--- config.mk ---
export PLATFORM = sky130hd
export DESIGN_NAME = riscv_writeback_arb_flat
export DESIGN_NICKNAME = d
export VERILOG_FILES = /design/src/rtl/riscv_writeback_arb_if.sv /design/src/rtl/riscv_writeback_arb.sv /design/src/flat_wrapper.sv
export SDC_FILE = /design/constraint.sdc
export NUM_CORES = 1
export LEC_CHECK = 0
export CAP_MARGIN = 10
export CORE_ASPECT_RATIO = 0.9
export CORE_MARGIN = 5
export CORE_UTILIZATION = 55
export CTS_BUF_LIST = sky130_fd_sc_hd__clkbuf_4
export CTS_CLUSTER_SIZE = 14
export DETAILED_ROUTE_END_ITERATION = 12
export GPL_TIMING_DRIVEN = 1
export PLACE_DENSITY_LB_ADDON = 0.12
export RECOVER_POWER = 50
export SYNTH_ARGS = -nofsm -noshare
export SYNTH_HDL_FRONTEND = slang
export SYNTH_SLANG_ARGS = --single-unit
--- constraint.sdc ---
create_clock -name clk -period 7.8 [get_ports clk]
set_clock_uncertainty 0.1 [all_clocks]
set_input_delay 1.17 -clock clk [delete_from_list [all_inputs] [get_ports clk]]
set_output_delay 1.17 -clock clk [all_outputs]
set_load 0.03 [all_outputs]
--- src/rtl/riscv_writeback_arb_if.sv ---
// Bundle of the writeback arbiter's source handshakes, issue/scoreboard
// signals and register-file write port.
interface riscv_writeback_arb_if #(
  parameter int unsigned DEPTH = 4
);
  localparam int unsigned CW = $clog2(DEPTH) + 1;

  logic          alu_valid;
  logic          mul_valid;
  logic          lsu_valid;
  logic          alu_ready;
  logic          mul_ready;
  logic          lsu_ready;
  logic [4:0]    alu_rd;
  logic [4:0]    mul_rd;
  logic [4:0]    lsu_rd;
  logic [31:0]   alu_val;
  logic [31:0]   mul_val;
  logic [31:0]   lsu_val;
  logic          issue_valid;
  logic [4:0]    issue_rd;
  logic          wb_stall;
  logic          we;
  logic [4:0]    dreg_num;
  logic [31:0]   dreg_val;
  logic [31:0]   busy;
  logic [CW-1:0] fifo_count;

  // Arbiter side
  modport slave (
    input  alu_valid, mul_valid, lsu_valid,
    input  alu_rd, mul_rd, lsu_rd,
    input  alu_val, mul_val, lsu_val,
    input  issue_valid, issue_rd, wb_stall,
    output alu_ready, mul_ready, lsu_ready,
    output we, dreg_num, dreg_val, busy, fifo_count
  );

  // Sources / issue stage / register-file side
  modport master (
    output alu_valid, mul_valid, lsu_valid,
    output alu_rd, mul_rd, lsu_rd,
    output alu_val, mul_val, lsu_val,
    output issue_valid, issue_rd, wb_stall,
    input  alu_ready, mul_ready, lsu_ready,
    input  we, dreg_num, dreg_val, busy, fifo_count
  );
endinterface

--- src/rtl/riscv_writeback_arb.sv ---
// Register-file write front end: fixed-priority capture of ALU/MUL/LSU
// results into a small FIFO, one registered write per cycle, and a
// pending-write scoreboard for RAW hazard detection at issue.
module riscv_writeback_arb #(
  parameter int unsigned DEPTH = 4
) (
  input logic                  clk,
  input logic                  rst,
  riscv_writeback_arb_if.slave wb
);
  localparam int unsigned AW = $clog2(DEPTH);
  localparam int unsigned CW = AW + 1;

  logic [AW-1:0] r_head;
  logic [AW-1:0] r_tail;
  logic [CW-1:0] r_count;
  logic [4:0]    r_rd_mem  [DEPTH];
  logic [31:0]   r_val_mem [DEPTH];
  logic          r_we;
  logic [4:0]    r_dreg_num;
  logic [31:0]   r_dreg_val;
  logic [31:0]   r_busy;

  logic          w_pop;
  logic          w_space;
  logic          w_sel_lsu;
  logic          w_sel_mul;
  logic          w_sel_alu;
  logic          w_push;
  logic [4:0]    w_push_rd;
  logic [31:0]   w_push_val;
  logic [31:0]   w_busy_d;

  assign w_pop   = (r_count != '0) && !wb.wb_stall;
  // A full FIFO can still accept when the head leaves on the same edge.
  assign w_space = (r_count < CW'(DEPTH)) || w_pop;

  // Fixed priority LSU > MUL > ALU; readies held low during reset.
  always_comb begin
    w_sel_lsu = 1'b0;
    w_sel_mul = 1'b0;
    w_sel_alu = 1'b0;
    if (!rst && w_space) begin
      if (wb.lsu_valid) begin
        w_sel_lsu = 1'b1;
      end else if (wb.mul_valid) begin
        w_sel_mul = 1'b1;
      end else if (wb.alu_valid) begin
        w_sel_alu = 1'b1;
      end
    end
  end

  assign wb.lsu_ready = w_sel_lsu;
  assign wb.mul_ready = w_sel_mul;
  assign wb.alu_ready = w_sel_alu;
  assign w_push       = w_sel_lsu | w_sel_mul | w_sel_alu;

  // Mux the accepted source's result onto the FIFO write port.
  always_comb begin
    w_push_rd  = wb.alu_rd;
    w_push_val = wb.alu_val;
    if (w_sel_lsu) begin
      w_push_rd  = wb.lsu_rd;
      w_push_val = wb.lsu_val;
    end else if (w_sel_mul) begin
      w_push_rd  = wb.mul_rd;
      w_push_val = wb.mul_val;
    end
  end

  // Scoreboard next state: retire clears, issue sets, set wins.
  always_comb begin
    w_busy_d = r_busy;
    if (r_we) begin
      w_busy_d[r_dreg_num] = 1'b0;
    end
    if (wb.issue_valid && (wb.issue_rd != 5'd0)) begin
      w_busy_d[wb.issue_rd] = 1'b1;
    end
    w_busy_d[0] = 1'b0;
  end

  // FIFO storage; contents are don't-care while the slot is empty.
  always_ff @(posedge clk) begin
    if (w_push) begin
      r_rd_mem[r_tail]  <= w_push_rd;
      r_val_mem[r_tail] <= w_push_val;
    end
  end

  // Pointers, occupancy, write port and scoreboard state.
  always_ff @(posedge clk or posedge rst) begin
    if (rst) begin
      r_head     <= '0;
      r_tail     <= '0;
      r_count    <= '0;
      r_we       <= 1'b0;
      r_dreg_num <= 5'd0;
      r_dreg_val <= 32'd0;
      r_busy     <= 32'd0;
    end else begin
      r_busy <= w_busy_d;
      if (w_push) begin
        r_tail <= r_tail + AW'(1);
      end
      if (w_pop) begin
        r_head     <= r_head + AW'(1);
        r_dreg_num <= r_rd_mem[r_head];
        r_dreg_val <= r_val_mem[r_head];
        // Writes to x0 still consume the slot but never assert we.
        r_we       <= (r_rd_mem[r_head] != 5'd0);
      end else begin
        r_we <= 1'b0;
      end
      if (w_push && !w_pop) begin
        r_count <= r_count + CW'(1);
      end else if (!w_push && w_pop) begin
        r_count <= r_count - CW'(1);
      end
    end
  end

  assign wb.we         = r_we;
  assign wb.dreg_num   = r_dreg_num;
  assign wb.dreg_val   = r_dreg_val;
  assign wb.busy       = r_busy;
  assign wb.fifo_count = r_count;
endmodule

--- src/flat_wrapper.sv ---
// flat-port wrapper written by rule: the top's interface ports become plain ports
module riscv_writeback_arb_flat 
#(
  parameter int unsigned DEPTH = 4
)
  (clk, rst, wb_alu_valid, wb_mul_valid, wb_lsu_valid, wb_alu_rd, wb_mul_rd, wb_lsu_rd, wb_alu_val, wb_mul_val, wb_lsu_val, wb_issue_valid, wb_issue_rd, wb_wb_stall, wb_alu_ready, wb_mul_ready, wb_lsu_ready, wb_we, wb_dreg_num, wb_dreg_val, wb_busy, wb_fifo_count);
  riscv_writeback_arb_if #(.DEPTH(DEPTH)) wb_i ();
  input logic clk;
  input logic rst;
  input wire logic [$bits(wb_i.alu_valid)-1:0] wb_alu_valid;
  input wire logic [$bits(wb_i.mul_valid)-1:0] wb_mul_valid;
  input wire logic [$bits(wb_i.lsu_valid)-1:0] wb_lsu_valid;
  input wire logic [$bits(wb_i.alu_rd)-1:0] wb_alu_rd;
  input wire logic [$bits(wb_i.mul_rd)-1:0] wb_mul_rd;
  input wire logic [$bits(wb_i.lsu_rd)-1:0] wb_lsu_rd;
  input wire logic [$bits(wb_i.alu_val)-1:0] wb_alu_val;
  input wire logic [$bits(wb_i.mul_val)-1:0] wb_mul_val;
  input wire logic [$bits(wb_i.lsu_val)-1:0] wb_lsu_val;
  input wire logic [$bits(wb_i.issue_valid)-1:0] wb_issue_valid;
  input wire logic [$bits(wb_i.issue_rd)-1:0] wb_issue_rd;
  input wire logic [$bits(wb_i.wb_stall)-1:0] wb_wb_stall;
  output wire logic [$bits(wb_i.alu_ready)-1:0] wb_alu_ready;
  output wire logic [$bits(wb_i.mul_ready)-1:0] wb_mul_ready;
  output wire logic [$bits(wb_i.lsu_ready)-1:0] wb_lsu_ready;
  output wire logic [$bits(wb_i.we)-1:0] wb_we;
  output wire logic [$bits(wb_i.dreg_num)-1:0] wb_dreg_num;
  output wire logic [$bits(wb_i.dreg_val)-1:0] wb_dreg_val;
  output wire logic [$bits(wb_i.busy)-1:0] wb_busy;
  output wire logic [$bits(wb_i.fifo_count)-1:0] wb_fifo_count;
  assign wb_i.alu_valid = wb_alu_valid;
  assign wb_i.mul_valid = wb_mul_valid;
  assign wb_i.lsu_valid = wb_lsu_valid;
  assign wb_i.alu_rd = wb_alu_rd;
  assign wb_i.mul_rd = wb_mul_rd;
  assign wb_i.lsu_rd = wb_lsu_rd;
  assign wb_i.alu_val = wb_alu_val;
  assign wb_i.mul_val = wb_mul_val;
  assign wb_i.lsu_val = wb_lsu_val;
  assign wb_i.issue_valid = wb_issue_valid;
  assign wb_i.issue_rd = wb_issue_rd;
  assign wb_i.wb_stall = wb_wb_stall;
  assign wb_alu_ready = wb_i.alu_ready;
  assign wb_mul_ready = wb_i.mul_ready;
  assign wb_lsu_ready = wb_i.lsu_ready;
  assign wb_we = wb_i.we;
  assign wb_dreg_num = wb_i.dreg_num;
  assign wb_dreg_val = wb_i.dreg_val;
  assign wb_busy = wb_i.busy;
  assign wb_fifo_count = wb_i.fifo_count;
  riscv_writeback_arb #(.DEPTH(DEPTH)) u_core (.clk(clk), .rst(rst), .wb(wb_i));
endmodule
==> reports/results.txt, run 1 <==
Summing all multi-input logic gate instances after layout gives 0.002639 mm2. Counting every instance in the synthesized netlist gives 525. Of all nets on the critical path, the largest fanout is 42. The final hold slack was 0.3982 ns; the sum of negative setup slack was 0 ns. For the number of instances in the placed design, the log shows 905. Post-detailed-route DRC marker count: 0. In this run the static leakage power is 4.374 nW. After floorplanning, the core was sized to cover 0.01619 mm2.

In this run the clock root is driven by a sky130_fd_sc_hd__clkbuf_4. The logs give 34.22 mm for the first-pass GRT wire length and 0.368 for the combinational fraction of design power. After synthesis, the cell types taking the most area are sky130_fd_sc_hd__edfxtp_1 (49%), sky130_fd_sc_hd__dfrtp_1 (21%), sky130_fd_sc_hd__mux4_2 (9.1%). Traced cell by cell, the critical path runs through dlygate4sd3_1 > a21oi_4 > and3b_1 > clkdlybuf4s50_1. The path category of the worst min-delay check is flip-flop to flip-flop.

Number of unique standard cell types used by synthesis: 32. In this run, synthesis produced a sequential element count of 224. Once detail routing completed, the nets flagged for antenna violations numbered 0. The checks that failed: capacitance limit, slew limit. The die covers 0.01925 mm2.

The run gives 79 as the max-slew violation count. Setup violations remaining at the end of the flow were counted as 0. The post-synthesis mux area share was 0.1396. Quantity of I/O buffers inserted on ports: 197.

The tools report the post-synthesis instance area as 0.009114 mm2. The actual transition at the worst max-transition pin was 3.222 ns. The run gives 0 as the number of post-CTS setup repair buffers. The worst setup path is captured at an output port.

The logs give 1004 for the post-layout instance count excluding filler cells and 224 for the clock sink total. The met2 capacity usage during global routing is 0.3776. The average size of a mapped cell works out to 17.36 um2.

The setup path with the least slack is of type input pin to output port. The die width was 145.7 um; the sequential share of power was 0.420. For the number of violations reported at the end of detailed-routing iteration 0, the log shows 451. For this design the total switching power over the nets is 1.537 mW. Across the run, the number of max-cap violations was 2. Remaining max-slew budget at the tightest pin: -1.148.

The routability congestion estimate was 0.8065; the adder-cell share of the synthesized area was 0.009061. The tools report the number of placed I/O pins as 199. The run gives 654 as the net count after synthesis.

In this run the power density over the cells is 368.0 mW/mm2. In this run the critical register-to-register path is launched from u_core.r_head[0]$_DFFE_PP0P_. The switching portion of total power is 0.3491. The fraction of layout cells with a size suffix above 1 is 0.2314. The layer flagged by global routing as most heavily used is met2. The main combinational cell family by area after synthesis is multiplexers.

The run gives 0.2740 mV as the maximum vdd drop. The tools report the critical path endpoint as wb_mul_ready. The largest stage delay on the critical path works out to 1.40 ns. The share of synthesized flip-flops with an asynchronous set or reset is 0.3393.

The flow ran to the end, but the final reports show violations. The critical path launch point is wb_wb_stall. The worst hold path stage count is 1. Most used flip-flop cell after synthesis: sky130_fd_sc_hd__edfxtp_1. The total power draw was 4.402 mW.

Measured along the y axis, the die boundary spans 132.1 um. The tools report the initial cell density of the core as 0.5631. For the number of warnings reported in the yosys synthesis log, the log shows 0.

Internal power comes to 2.865 mW. Cts-stage hold buffer count: 0. The finished cells cover 0.01196 mm2. The post-synthesis compound-gate area fraction is 0.07825, and the worst path arrival time is 4.98 ns.

Aggregate global routing overflow: 0. The sequential cell area is 0.006349 mm2, and the number of rows created at floorplan is 44. In this run the deepest clock path goes through 3 buffers. Area share of the leading cell type in the synthesized netlist: 0.4876. The period utilization came out at 0.8014.

Clock-pin slew was measured on the worst setup and hold paths at 0.06 ns. Summed over all instances, the cell type with the most area after synthesis is sky130_fd_sc_hd__edfxtp_1. Setup repair after global routing left no endpoint under its margin.

Derived from the worst setup path, the maximum achievable clock frequency is 160.0 MHz. Post-route minimum period: 6.251 ns. After detailed routing, the average wire length per cell comes to 21.49 um. For this run, the detailed router's first-pass iteration total came to 6. For the register area share after synthesis, the log shows 0.6963. The later pin in the worst-skew pair is clocked with a latency of 0.62 ns. The capturing point of the worst reg2reg path is u_core.wb.dreg_val[22]$_DFFE_PP0P_. The tools report the share of total power in the clock network as 0.212. The library cell contributing the largest single delay on the critical path is sky130_fd_sc_hd__and3b_1. The total global routing track utilization came out at 0.2229. The area growth from synthesis to layout is 31.23%.

The net count of the finished layout is 883. By count the netlist is led by sky130_fd_sc_hd__edfxtp_1 (148), sky130_fd_sc_hd__dfrtp_1 (76), sky130_fd_sc_hd__o21ai_0 (62). The met1 layer usage reported by global route was 0.2877; the largest net degree at the start of global routing was 77. The xor and xnor fraction of the mapped netlist area was 0.005766; the maximum level of the CTS H-tree was 2. Using the TritonRoute via totals, the vias-per-cell ratio works out to 5.807. For the fraction of met3 tracks used by global routing, the log shows 0.05156.

The number of gates given a new drive strength after cts was 0. STA classifies the critical path startpoint as an input pin. The placed instances occupy a cell area of 0.01127 mm2.

The worst register-to-register path has a setup slack of 3.88 ns. The simple-gate share of the synthesized area is 0.05340. The synthesized design contains 148 enable-type register cells.

For this block, the routed nets add up to 21.57 mm of wire. Measured in cells, the most critical reg-to-reg path has a length of 3. Summed over all nets, the half-perimeter wirelength after detailed placement is 13.82 mm. The tools report the via count of the first global-routing pass as 6373.

The logs give 0 for the count of endpoints failing hold in the final timing report and 6.53 ns for the required time of the critical path. Clock tree synthesis inserted a total of 54 buffers. For this block, the via count after detailed routing is 5830.

Among all cell types in the netlist, the one instantiated most often is sky130_fd_sc_hd__edfxtp_1. The initial antenna violation count is 2, and the fill cell instance count of the final layout is 1005. TritonCTS built the clock tree.
[power groups by stage]
stage	Clock (mW)	Combinational (mW)	Sequential [mW]
floorplan	0	0.716	2.16
finish	0.932	1.62	1.85
detailed placement	0	1.69	1.88
global route	1.01	1.73	1.89
CTS	0.953	1.70	1.86
global placement	0	1.66	1.86
[cell usage in the layout, fill, tap and decap left out, types with 2 or more instances in the layout]
cell type                         count
sky130_fd_sc_hd__and2_2               4
sky130_fd_sc_hd__nand3b_1            10
sky130_fd_sc_hd__xor2_1               3
sky130_fd_sc_hd__nor2_1               4
sky130_fd_sc_hd__dfrtp_2              2
sky130_fd_sc_hd__dfrtp_1             74
sky130_fd_sc_hd__buf_4                3
sky130_fd_sc_hd__nand3_1              4
sky130_fd_sc_hd__a221o_1             37
sky130_fd_sc_hd__diode_2              2
sky130_fd_sc_hd__ha_1                 5
sky130_fd_sc_hd__mux2_2              38
sky130_fd_sc_hd__mux4_2              37
sky130_fd_sc_hd__or3b_2               7
sky130_fd_sc_hd__clkdlybuf4s50_1    121
sky130_fd_sc_hd__xnor2_1              3
sky130_fd_sc_hd__edfxtp_1           148
sky130_fd_sc_hd__or3_1                2
sky130_fd_sc_hd__clkinv_1             9
sky130_fd_sc_hd__clkbuf_4            86
sky130_fd_sc_hd__nor3_1               2
sky130_fd_sc_hd__o21ai_0             62
sky130_fd_sc_hd__and3_1              38
sky130_fd_sc_hd__inv_1                4
sky130_fd_sc_hd__dlygate4sd3_1       76
[layer usage]
layer,vias up,wire (um),share of wire
met1,2938,8632,0.40
met5,-,0,0
met4,0,439,0.020
met3,39,1409,0.065
met2,237,11090,0.51
li1,2616,-,-
[worst min path at each step]
stage                                             from                            endpoint  slack, ns
finish               u_core.wb.dreg_val[7]$_DFFE_PP0P_   u_core.wb.dreg_val[7]$_DFFE_PP0P_       0.40
global route        u_core.wb.dreg_val[24]$_DFFE_PP0P_  u_core.wb.dreg_val[24]$_DFFE_PP0P_       0.42
CTS                 u_core.wb.dreg_val[24]$_DFFE_PP0P_  u_core.wb.dreg_val[24]$_DFFE_PP0P_       0.41
detailed placement   u_core.wb.dreg_val[7]$_DFFE_PP0P_   u_core.wb.dreg_val[7]$_DFFE_PP0P_       0.39
global placement          u_core.wb.busy[25]$_DFF_PP0_        u_core.wb.busy[25]$_DFF_PP0_       0.39
floorplan                 u_core.r_tail[1]$_DFFE_PP0P_        u_core.r_tail[1]$_DFFE_PP0P_       0.43
[kinds of logic after synthesis]
family	after synthesis
flip-flops	224
multiplexers	76
other	1
adder cells (fa/ha/maj)	6
AO/OA/AOI/OAI	103
buffers and inverters	33
XOR/XNOR	6
AND/OR/NAND/NOR	76
[flip-flops by register name, summed over array words and instances (netlist names)]
name                  count
u_core.r_head             2
u_core.r_rd_mem          20
u_core.r_tail             2
u_core.r_val_mem        128
u_core.wb.busy           31
u_core.wb.dreg_num        5
u_core.wb.dreg_val       32
u_core.wb.fifo_count      3
u_core.wb.we              1
[through the flow]
step             util  setup slack [ns]
2_1_floorplan       -             4.498
3_3_place_gp   0.6963             2.350
3_5_place_dp   0.6963             2.242
4_1_cts        0.7389             2.240
5_1_grt        0.7389             1.418
6_report       0.7389             1.549
[cell type report]
cell class / count / share of cell area
Sequential cell: 224 / 0.5308
Multi-Input combinational cell: 268 / 0.2206
Timing Repair Buffer: 201 / 0.1671
Clock buffer: 86 / 0.05398
Tap cell: 207 / 0.02165
Clock inverter: 11 / 0.003766
Inverter: 5 / 0.001674
Antenna cell: 2 / 0.0004185
[critical path: cells and delay by family]
family          cells  cell delay, ns
simple gates        1            1.40
buf+inv             2            1.55
compound gates      1            0.85
Power figures use the tool's default switching activity.
==> run 2: changes to the inputs <==
--- a/config.mk
+++ b/config.mk
@@ -8,7 +8,7 @@
 export CAP_MARGIN = 10
 export CORE_ASPECT_RATIO = 0.9
 export CORE_MARGIN = 5
-export CORE_UTILIZATION = 55
+export CORE_UTILIZATION = 52
 export CTS_BUF_LIST = sky130_fd_sc_hd__clkbuf_4
 export CTS_CLUSTER_SIZE = 14
 export DETAILED_ROUTE_END_ITERATION = 12
==> constraint.sdc (replaced) <==
create_clock -name clk -period 6.3 [get_ports clk]
set_clock_uncertainty 0.1 [all_clocks]
set_input_delay 0.945 -clock clk [delete_from_list [all_inputs] [get_ports clk]]
set_output_delay 0.945 -clock clk [all_outputs]
set_load 0.03 [all_outputs]
==> run 2 against run 1 <==
Effect of this change:
- the flow still finishes with violations (capacitance limit, slew limit)
- core utilization fell by 5.2 points
- worst setup slack got worse by 0.41 ns
- total power rose by 25%
- sequential share of layout area fell by 0.12 points
- via count fell by 0.41%
- flip-flop and latch count did not move
- die area rose by 5.3%
- critical path type unchanged
- largest cell class unchanged
- largest power group unchanged
==> reports/results.txt, run 2 (synthesis results as in run 1) <==
The flow ran to the end, but the final reports show violations. The checks that failed: capacitance limit, slew limit. The post-detailed-route DRC marker count was 0 (unchanged). The via count of the first global-routing pass was 6119 (-4.0%). Number of buffers between clock root and the deepest sink: 3 (unchanged). The count of endpoints failing setup in the final report is 0 (unchanged), and the placeable core area is 0.01744 mm2 (+7.7%). The worst path arrival time is 4.11 ns (-0.87 ns). The run gives 0.2150 mV (-22%) as the maximum vdd drop. Register with the most flip-flops: u_core.r_val_mem. For the max-slew violation count, the log shows 81 (+2.5%). The largest fanout of any net on the critical path works out to 41 (-2.4%).

TritonCTS built the clock tree. Routability congestion estimate: 0.7400 (-8.2%). The remaining max-slew budget at the tightest pin is -0.6758 (+0.4724), and the cts-stage hold buffer count is 0 (unchanged). The total via count after detailed routing came out at 5806 (-0.41%). The largest stage delay on the critical path came out at 1.21 ns (-0.19 ns).

The number of violations reported at the end of detailed-routing iteration 0 was 374 (-17%); the total clock buffers created by CTS was 54 (unchanged). The clock root buffer master is sky130_fd_sc_hd__clkbuf_4. The sort of element at the end of the critical path was an output port. Setup repair after global routing left no endpoint under its margin. The area of the die came out at 0.02028 mm2 (+5.3%). The run gives 5.25 ns (-1.28 ns) as the required time of the critical path. The detail-routed net length per standard cell came out at 19.80 um (-7.9%).

The leakage power of the design is 4.380 nW (+0.15%), and the first-pass iteration count of the detailed router is 5 (-1). The vertical die dimension works out to 135.6 um (+2.6%). Clock sink total: 224 (unchanged). The number of flip-flops in the largest register came out at 128 (unchanged). Traced cell by cell, the critical path runs through dlygate4sd3_1 > a21oi_1 > clkbuf_1 > and3_1 > clkdlybuf4s50_1.

The actual transition at the worst max-transition pin was 2.514 ns (-0.7086 ns); the number of cells on the worst reg-to-reg path was 8 (+5). The logs give 2 (unchanged) for the max-cap violation count and 0.64 ns (+0.02 ns) for the clock latency on the worst-skew pair. The die width is 149.6 um (+2.6%), and the number of vias per cell after detailed routing is 5.583 (-3.9%). Maximum level of the CTS H-tree: 2 (unchanged). The slowest stage of the critical path is the sky130_fd_sc_hd__clkbuf_1 cell.

The total length of routed wires came out at 20.59 mm (-4.6%). The logs give 46 (+4.5%) for the number of rows created at floorplan and 0 (unchanged) for the aggregate global routing overflow. The top cell types in the final layout, fill and taps aside, are sky130_fd_sc_hd__clkdlybuf4s50_1 (192), sky130_fd_sc_hd__edfxtp_1 (148), sky130_fd_sc_hd__clkbuf_4 (82). The clock period could shrink to 5.156 ns. The first-pass GRT wire length was 32.16 mm (-6.0%); the quantity of I/O buffers inserted on ports was 197 (unchanged). The worst hold path stage count was 1 (unchanged); the fraction of layout cells with a size suffix above 1 was 0.2265 (-0.004913). The area growth from synthesis to layout is 31.53%. The largest net degree at the start of global routing is 77 (unchanged). The tools report the post-layout net count as 884 (+0.11%).

The tools report the sum of negative setup slack as 0 ns (unchanged). Initial cell density of the core: 0.5226 (-0.04048). The critical path launch point type was an input pin. Number of gates given a new drive strength after cts: 0 (unchanged). The number of placed I/O pins was 199 (unchanged).

Most common cell after layout, fill and taps aside: sky130_fd_sc_hd__clkdlybuf4s50_1. The half-perimeter wire length after placement is 13.06 mm (-5.5%). The run gives 1 (-1) as the initial antenna violation count. The clock-pin slew of the registers on the worst-case setup and hold paths came out at 0.07 ns (about the same). The total power draw is 5.486 mW (+25%).

The min-delay analysis places its worst path in the category flip-flop to flip-flop. The power density relative to cell area works out to 457.6 mW/mm2 (+24%). For the count of endpoints failing hold in the final timing report, the log shows 0 (unchanged).

For the number of post-CTS setup repair buffers, the log shows 0 (unchanged). The run gives 0.2062 (-0.01668) as the total global routing track utilization. The achievable frequency came out at 193.9 MHz. The run gives 0 (unchanged) as the remaining antenna violation count.

The period utilization works out to 0.8184. The setup path with the least slack is of type input pin to output port.
-- run 2: cell count changes in the layout (fill, tap and decap cells not counted), sizes merged --
cell	delta
clkinvlp	-1
clkinv	+9
dlygate4sd3	-71
clkdlybuf4s50	+71
inv	-1
clkbuf	-3
diode	-1
-- run 2: final timing paths --
path,startpoint,to,slack (ns)
max in group asynchronous,rst,u_core.r_head[1]$_DFFE_PP0P_,4.37
min,u_core.r_head[0]$_DFFE_PP0P_,u_core.r_head[0]$_DFFE_PP0P_,0.39
max,wb_wb_stall,wb_alu_ready,1.14
min in group asynchronous,rst,u_core.wb.fifo_count[0]$_DFFE_PP0P_,1.03
min reg2reg,u_core.r_head[0]$_DFFE_PP0P_,u_core.r_head[0]$_DFFE_PP0P_,0.39
max reg2reg,u_core.wb.fifo_count[0]$_DFFE_PP0P_,u_core.wb.fifo_count[1]$_DFFE_PP0P_,2.20
-- run 2: through the flow --
stage                     utilization  cells  cell area, um2  setup WS [ns]  hold slack, ns
after floorplan                     -    525            9114          3.258          0.4339
after global placement         0.6490    939           11320          2.004          0.3821
after detailed placement       0.6490    939           11320          1.971          0.3859
after CTS                      0.6883   1039           12000          1.971          0.3971
after global routing           0.6874   1040           11990         0.9545          0.4131
final                          0.6874   1040           11990          1.144          0.3939
-- run 2: layout make-up --
class | count | area [um2]
multi-input combinational | 268 | 2629
antenna | 1 | 2.502
inverter | 5 | 20.02
sequential | 224 | 6349
timing repair buffer | 202 | 2002
clock inverter | 18 | 70.07
tap | 240 | 300.3
fill | 1187 | 5451
clock buffer | 82 | 615.6
-- run 2: power breakdown --
group | switching [mW] | internal (mW)
Sequential | 0.256 | 2.03
Combinational | 1.09 | 0.973
Clock | 0.541 | 0.595
Total | 1.89 | 3.60
-- run 2: layer usage --
layer	GRT usage	wire length, um
met5	0	0
met3	0.04717	1427
met4	0.07524	368
met2	0.3314	9990
met1	0.2794	8802
-- run 2: worst max-delay path: cells and delay by family --
kind	cells	cell delay, ns
and+or+nand+nor	1	0.32
AOI/OAI and AO/OA	1	0.31
buffers and inverters	3	2.51
==> run 3: changes to the inputs <==
==> constraint.sdc (replaced) <==
create_clock -name clk -period 5.3 [get_ports clk]
set_clock_uncertainty 0.1 [all_clocks]
set_input_delay 0.795 -clock clk [delete_from_list [all_inputs] [get_ports clk]]
set_output_delay 0.795 -clock clk [all_outputs]
set_load 0.03 [all_outputs]
==> run 3 against run 2 <==
Effect of this change:
- the run still ends with capacitance limit, slew limit left
- core utilization up 0.40 points
- flip-flop and latch count unchanged
- sequential share of layout area down 0.32 points
- worst setup slack worse by 0.25 ns
- non-clock buffer count up 1
- critical path type unchanged
- highest routed layer unchanged
==> reports/results.txt, run 3 (synthesis results as in run 1) <==
The clock sink total is 224 (unchanged). The run gives 0 ns (unchanged) as the sum of negative setup slack. Initial antenna violation count: 0 (-1). Origin of the worst min-delay path: u_core.wb.dreg_val[27]$_DFFE_PP0P_. The launch point of the worst reg-to-reg path was u_core.wb.fifo_count[2]$_DFFE_PP0P_.

The critical path goes through dlygate4sd3_1 > a21oi_1 > and3b_2 > clkdlybuf4s50_1. The number of flip-flops in the largest register is 128 (unchanged). The post-route minimum period is 4.407 ns, and the area growth from synthesis to final layout is 32.30%. The placeable core area came out at 0.01744 mm2 (unchanged). The clock latency on the worst-skew pair was 0.66 ns (+0.02 ns).

In the layout the commonest cells are sky130_fd_sc_hd__edfxtp_1 (148), sky130_fd_sc_hd__clkdlybuf4s50_1 (123), sky130_fd_sc_hd__clkbuf_4 (95). The run gives 0 (unchanged) as the number of gates given a new drive strength after cts. The die width came out at 149.6 um (unchanged).

The number of vias per cell after detailed routing was 5.716 (+2.4%); the largest fanout of any net on the critical path was 18 (-56%). The number of placed I/O pins came out at 199 (unchanged). The largest stage delay on the critical path is 1.11 ns (-0.10 ns), and the number of rows created at floorplan is 46 (unchanged). The remaining max-slew budget at the tightest pin was -0.2642 (+0.4116). The tools report the critical path launch point type as an input pin. The achievable frequency is 226.9 MHz.

Gate family responsible for the most delay along the worst path: buffers and inverters. The sequential cell area is 0.006347 mm2 (about the same). The wire length on met1 is 9.301 mm (+5.7%). Share of the core filled with cells in the final layout: 0.6914 (+0.004018).

The routability congestion estimate was 0.7435 (+0.47%). The worst path arrival time was 3.51 ns (-0.60 ns). For the post-layout instance count excluding filler cells, the log shows 1039 (-0.096%). Total global routing track utilization: 0.2244 (+0.01814). TritonCTS built the clock tree. The count of endpoints failing hold in the final timing report came out at 0 (unchanged). For the largest net degree at the start of global routing, the log shows 62 (-19%). The required time of the critical path came out at 4.41 ns (-0.84 ns).

The root buffer cell chosen for the clock tree is sky130_fd_sc_hd__clkbuf_4. Number of violations reported at the end of detailed-routing iteration 0: 457 (+22%). STA classifies the critical path endpoint as an output port. The via count of the first global-routing pass came out at 6438 (+5.2%). The register with the most flip-flops was u_core.r_val_mem.

The length of routed met2 wiring came out at 11.09 mm (+11%). For the max-cap violation count, the log shows 3 (+1). The aggregate global routing overflow was 0 (unchanged); the max-slew violation count was 139 (+72%).

The power density relative to cell area came out at 548.8 mW/mm2 (+20%). Setup repair after global routing left no endpoint under its margin. Area occupied by multi-input gates: 0.002621 mm2 (-0.29%).

The half-perimeter wire length after placement is 14.33 mm (+9.7%), and the number of buffers between clock root and the deepest sink is 3 (unchanged). The leakage power of the design came out at 4.429 nW (+1.1%). The flow ran to the end, but the final reports show violations. The run gives 886 (+0.23%) as the post-layout net count. The highest routing layer actually used is met4.

For the total length of routed wires, the log shows 22.48 mm (+9.2%). Leaving out fill and tap cells, the most frequent cell in the layout is sky130_fd_sc_hd__edfxtp_1. Number of post-CTS setup repair buffers: 0 (unchanged).

For the number of antenna repair diodes, the log shows 0 (-1). Cts-stage hold buffer count: 0 (unchanged). Worst setup path category: input pin to output port. The number of instances in the placed design is 940 (+0.11%), and the total clock buffers created by CTS is 55 (+1.9%). The first-pass iteration count of the detailed router was 5 (unchanged); the actual transition at the worst max-transition pin was 1.896 ns (-0.6174 ns). The sum of buffers and inverters on the critical path was 2 (-1). For the remaining antenna violation count, the log shows 0 (unchanged). The maximum level of the CTS H-tree is 2 (unchanged), and the count of endpoints failing setup in the final report is 0 (unchanged). For the post-detailed-route DRC marker count, the log shows 0 (unchanged). The path category of the worst min-delay check is flip-flop to flip-flop. The quantity of I/O buffers inserted on ports is 197 (unchanged), and the fraction of layout cells with a size suffix above 1 is 0.2453 (+0.01877). On the critical path, the stage with the largest delay is an instance of sky130_fd_sc_hd__a21oi_1.

For the maximum vdd drop, the log shows 0.3115 mV (+45%). The clock-pin slew of the registers on the worst-case setup and hold paths was 0.06 ns (about the same); the fill cell instance count of the final layout was 1178 (-0.76%). The first-pass GRT wire length is 34.87 mm (+8.4%), and the detail-routed net length per standard cell is 21.63 um (+9.3%). The period utilization was 0.8315; the total via count after detailed routing was 5939 (+2.3%). The most critical setup path has its startpoint at rst.

Initial cell density of the core: 0.5226 (unchanged). The checks that failed: capacitance limit, slew limit. The vertical die dimension came out at 135.6 um (unchanged). The run gives 1.704 mm (+19%) as the routed wire length on met3.

The run gives 0.02028 mm2 (unchanged) as the area of the die.
## run 3: final cells by class
| class | count | area share |
|---|---|---|
| tap | 240 | 0.02490 |
| multi-input combinational | 268 | 0.2174 |
| clock inverter | 4 | 0.003424 |
| clock buffer | 95 | 0.05915 |
| sequential | 224 | 0.5264 |
| inverter | 5 | 0.001660 |
| timing repair buffer | 203 | 0.1671 |
## run 3: layer usage
metal,up-vias,track usage
li1,2621,-
met1,3006,0.3061
met2,282,0.3668
met3,30,0.05186
met4,0,0.06457
met5,-,0
## run 3: worst reg2reg max path: cells and delay by family (launching register included)
| kind | cells | cell delay [ns] |
|---|---|---|
| buffers and inverters | 1 | 0.44 |
| AO/OA/AOI/OAI | 2 | 1.42 |
| flip-flops | 1 | 0.43 |
| AND/OR/NAND/NOR | 1 | 0.87 |
## run 3: final timing paths
path	endpoint	slack (ns)	cells past startpoint
max	wb_mul_ready	0.89	4
min	u_core.wb.dreg_val[27]$_DFFE_PP0P_	0.40	1
max reg2reg	u_core.r_val_mem[1][6]$_DFFE_PP_	1.62	4
min reg2reg	u_core.wb.dreg_val[27]$_DFFE_PP0P_	0.40	1
max in group asynchronous	u_core.r_head[0]$_DFFE_PP0P_	2.38	3
min in group asynchronous	u_core.wb.dreg_val[25]$_DFFE_PP0P_	0.65	2
## run 3: stage by stage
step / setup slack, ns / total power, mW / instance area (um2) / hold slack, ns
5_1_grt: 0.7834 / 6.950 / 12060 / 0.4115
4_1_cts: 1.586 / 6.782 / 12080 / 0.3766
3_3_place_gp: 1.501 / 5.193 / 11330 / 0.3845
3_5_place_dp: 1.414 / 5.278 / 11330 / 0.3953
2_1_floorplan: 2.408 / 4.235 / 9114 / 0.4339
6_report: 0.8930 / 6.618 / 12060 / 0.3991
## run 3: report_power, final
group          switching [mW]  total, mW  internal (mW)
clock                   0.658       1.50          0.845
combinational            1.32       2.39           1.07
sequential              0.312       2.72           2.41
